--- config.mk ---
export PLATFORM = sky130hd
export DESIGN_NAME = mem_arbiter
export DESIGN_NICKNAME = d
export VERILOG_FILES = /design/src/rtl/mem_arbiter.sv
export SDC_FILE = /design/constraint.sdc
export NUM_CORES = 1
export LEC_CHECK = 0
export BUFFER_PORTS_ARGS = -buffer_cell sky130_fd_sc_hd__buf_4
export CORE_AREA = 2 2 103 105
export CTS_BUF_LIST = sky130_fd_sc_hd__clkbuf_4 sky130_fd_sc_hd__clkbuf_8
export CTS_CLUSTER_DIAMETER = 50
export DETAILED_ROUTE_END_ITERATION = 8
export DIE_AREA = 0 0 105 107
export PLACE_DENSITY = 0.6
export SKIP_LAST_GASP = 1
export SLEW_MARGIN = 0
export SYNTH_ARGS = -nofsm -noshare
export SYNTH_HDL_FRONTEND = slang
export SYNTH_SLANG_ARGS = --single-unit
--- constraint.sdc ---
create_clock -name CLK -period 1.4 [get_ports CLK]
set_input_delay 0.14 -clock CLK [delete_from_list [all_inputs] [get_ports CLK]]
set_output_delay 0.14 -clock CLK [all_outputs]
set_load 0.01 [all_outputs]
--- src/rtl/mem_arbiter.sv ---
// Shares one RAM port between instruction fetch and data access; data wins, a starvation guard forces a fetch grant.
// One arbitration cycle plus RAM time (min 2 cycles); each side stalls on iwait/dwait until ramstate reports ACCESS.
package cpu_types_pkg;
  typedef enum logic [1:0] {FREE, BUSY, ACCESS, ERROR} ramstate_t;
endpackage

module mem_arbiter
  import cpu_types_pkg::*;
#(
  parameter int STARVE_MAX = 4
) (
  input  logic        CLK,
  input  logic        nRST,
  input  logic        iREN,
  input  logic [31:0] iaddr,
  output logic [31:0] iload,
  output logic        iwait,
  input  logic        dREN,
  input  logic        dWEN,
  input  logic [31:0] daddr,
  input  logic [31:0] dstore,
  output logic [31:0] dload,
  output logic        dwait,
  output logic        ramREN,
  output logic        ramWEN,
  output logic [31:0] ramaddr,
  output logic [31:0] ramstore,
  input  logic [31:0] ramload,
  input  ramstate_t   ramstate
);

  typedef enum logic [1:0] {IDLE, IGNT, DGNT} state_t;

  localparam logic [3:0] STARVE_LIM = 4'(STARVE_MAX);

  state_t     state, next_state;
  logic [3:0] starve, next_starve;
  logic       dreq;
  logic       force_igrant;
  logic       done;

  assign dreq         = dREN | dWEN;
  assign force_igrant = iREN & (starve == STARVE_LIM);
  assign done         = (ramstate == ACCESS);
  assign iload        = ramload;
  assign dload        = ramload;

  always_ff @(posedge CLK or negedge nRST) begin
    if (!nRST) begin
      state  <= IDLE;
      starve <= '0;
    end else begin
      state  <= next_state;
      starve <= next_starve;
    end
  end

  always_comb begin
    next_state  = state;
    next_starve = starve;
    ramREN      = 1'b0;
    ramWEN      = 1'b0;
    ramaddr     = '0;
    ramstore    = '0;
    iwait       = iREN;
    dwait       = dreq;

    unique case (state)
      IDLE: begin
        if (dreq && !force_igrant) begin
          next_state = DGNT;
        end else if (iREN) begin
          next_state = IGNT;
        end
      end

      DGNT: begin
        ramaddr  = daddr;
        ramstore = dstore;
        ramWEN   = dWEN;
        ramREN   = dREN & ~dWEN;
        dwait    = ~done;
        if (done) begin
          next_state = IDLE;
          // Count data wins only while a fetch is actually waiting
          if (!iREN) begin
            next_starve = '0;
          end else if (starve != STARVE_LIM) begin
            next_starve = starve + 4'd1;
          end
        end else if (ramstate == ERROR || !dreq) begin
          next_state = IDLE;
        end
      end

      IGNT: begin
        ramaddr = iaddr;
        ramREN  = iREN;
        iwait   = ~done;
        if (done) begin
          next_state  = IDLE;
          next_starve = '0;
        end else if (ramstate == ERROR || !iREN) begin
          next_state = IDLE;
        end
      end

      default: next_state = IDLE;
    endcase
  end

endmodule

==> results.md <==
* Largest net degree at the start of global routing at 22
* CTS Buf Count at 3
* Crit-path slowest cell: dfrtp_1
* DR WL/cell at about 15 µm
* CP peak stage delay at 400 ps
* Unrepaired setup endpoints after global routing: yes
* Clock Latency Late Sink at 230 ps
* Worst-Margin Slew at 257 ps
* GP Congestion at between 0.7 and 0.8
* Vias in the first global route at 2,049
* Die W at 105 µm
* Worst path bufs/invs at 4
* Fillers at 1,051
* Top cell type's share of synthesized area at 0.295
* VDD IR max at 0.000634 V
* Nets@finish at ~500
* WP data required at 1260 ps
* Pwr dens at 1660 mW/mm²
* GRT Resource Usage Total at 0.123
* Max_slew headroom at 0.829
* Syn Nets at between 300 and 400
* Initial Utilization at 0.167
* Core area at 0.0101 mm²
* Fmax at about 560 MHz
* First-pass GRT wire length at roughly 11,000 µm
* Final Setup Violations at 74
* Final wirelength at 7530 µm
* I/O pin count at around 270
* Minimum clock period at 1770 ps
* Syn Area/Cell at 7.34 µm²
* Synthesized cell area at about 0.0017 mm²
* Clk root buf: clkbuf_8
* Initial antenna violation count at 0
* Synth area leader: buf_4
* HPWL after DPL at 5620 µm
* Placed Area at 0.00277 mm²
* Clock Sinks at 6
* Worst hold slack at 262 ps
* Die area at 0.0112 mm²
* Port Buffers at 170
* Yosys reg bits at 6
* Placed insts at 476
* Register area at 150 µm²
* CP top delay family: buffers and inverters
* CTS tree: built
* Worst-path clk slew at 40 ps
* Antenna cells at 0
* Commonest non-fill, non-tap cell in the layout: buf_4
* Via count at 2,011
* DRC viols at 0
* Final WS setup at -371 ps
* Setup TNS at -21,190 ps
* Total power at 5.72 mW
* Status: finished with violations
* H-tree Lvls at 1
* Final hold viol count at 0
* Area Overhead vs Synth at 106%
* Post-Layout Cell Count at 495
* Final Util at 0.342
* Rows at 37
* Max-slew violation count at 0
* Finished Cell Area at 0.00345 mm²
* Post-synthesis instance total at roughly 230
* Fraction of layout cells with a size suffix above 1 at 0.774
* Mean number of vias per cell at 4.06
* Synthesis warning total at 0
* CP Cell Sequence: buf_4 -> ha_2 -> buf_12 -> buf_12 -> a22oi_2 -> nor2b_4 -> buf_4
* Max Buffers Root-to-Sink at 2
* DRT iter0 DRCs at 100
* Worst Setup End Kind: output port
* Synth top area cells: buf_4 (29%), a22oi_1 (14%), and2_1 (13%)
* Max_cap viols at 0
* Die H at 107 µm
* Worst path arrival time at 1630 ps
* Multi-input gate area at 0.00131 mm²
* Place WS at -185 ps
* Violated checks: negative setup slack
* Class of the worst hold path: in2async
* Crit Path Category: reg2out
* Skew final at 0.814 ps
* Routed Antenna Nets at 0
* 1st-pass router iterations at 4
* Distinct cells, synth at 30
* Leakage power at 1.61 nW
* Critical Path Source Type: register
* Critical path fanouts, max at 10
* Total grt overflow at 0
* Final Cycle Share at 1.26
* Most frequent cells in the layout: buf_4 (176), and2_1 (34), a22oi_2 (30), buf_6 (19), nor2b_4 (18)
* Sequential share of the synthesized area at 0.0894
[path summary, 6_finish.rpt]
check                                 start         end  slack (ps)  cells past startpoint
worst max-delay path               state[1]  ramaddr[8]        -370                      7
worst min-delay path                   nRST   starve[1]         260                      2
worst max register to register     state[1]   starve[2]        -360                      8
worst min register to register    starve[3]   starve[3]         540                      2
max in group asynchronous              nRST    state[1]        1020                      2
min in group CLK                ramload[10]   dload[10]         280                      0
[routing by layer]
| layer | up-vias | share of wire | global-route usage | wire, µm |
|---|---|---|---|---|
| met1 | 918 | 0.37 | 0.140 | 2750 |
| met4 | 0 | 0.0072 | 0.0219 | 54 |
| li1 | 964 | - | - | - |
| met3 | 6 | 0.083 | 0.0347 | 622 |
| met2 | 123 | 0.54 | 0.230 | 4090 |
| met5 | - | 0 | 0 | 0 |
[repair_timing]
item,4_1_cts,5_1_grt
gates cloned,3,0
gates resized for setup,56,40
pin swaps,7,9
setup endpoints to repair,74,74
hold endpoints to repair,6,0
hold buffers,1,0
setup buffers,10,4
[Yosys cell counts]
cell      instances
buf_4            66
and2_1           34
a22oi_1          32
nor2b_1          32
buf_2             8
dfrtp_1           6
nand2_1           6
ha_1              5
inv_1             5
o21ai_1           5
clkbuf_1          4
a21oi_1           3
nand2b_1          3
and2b_1           2
nor2_1            2
o22ai_1           2
a21bo_1           1
a21boi_0          1
a21oi_4           1
a22o_1            1
clkbuf_2          1
nand2_2           1
nand3_1           1
nand3_2           1
nand3b_1          1
nor3_1            1
o21a_1            1
o21ai_2           1
o221ai_2          1
o41ai_2           1
[cells by family (layout without fill, tap and decap cells)]
group | after synthesis | after routing | share of synthesized area
AO/OA/AOI/OAI | 50 | 50 | 0.228
flip-flops | 6 | 6 | 0.0893
buffers and inverters | 84 | 214 | 0.342
adder cells (fa/ha/maj) | 5 | 5 | 0.0372
AND/OR/NAND/NOR | 84 | 84 | 0.304
[state kept, by name, indices dropped and copies added, names as in the netlist]
name / count
starve: 4
state: 2
[area by class of cell]
class,instances,share of cell area
Sequential cell,6,0.0435
Clock buffer,3,0.0120
Timing Repair Buffer,206,0.510
Tap cell,136,0.0493
Inverter,5,0.00543
Multi-Input combinational cell,139,0.380
[worst reg2reg max path, stage by stage, from the launching register on]
cell     delay (ps)
dfrtp_1         400
buf_4           140
ha_2            190
buf_12          150
buf_4           140
buf_4           140
o21ai_2         170
o21ai_1         100
a22o_1          230
[report_power, final]
group	internal, mW	switching (mW)
combinational	3.03	2.12
sequential	0.237	0.0563
clock	0.186	0.0894
total	3.46	2.27
(Power assumes the default switching activity.)
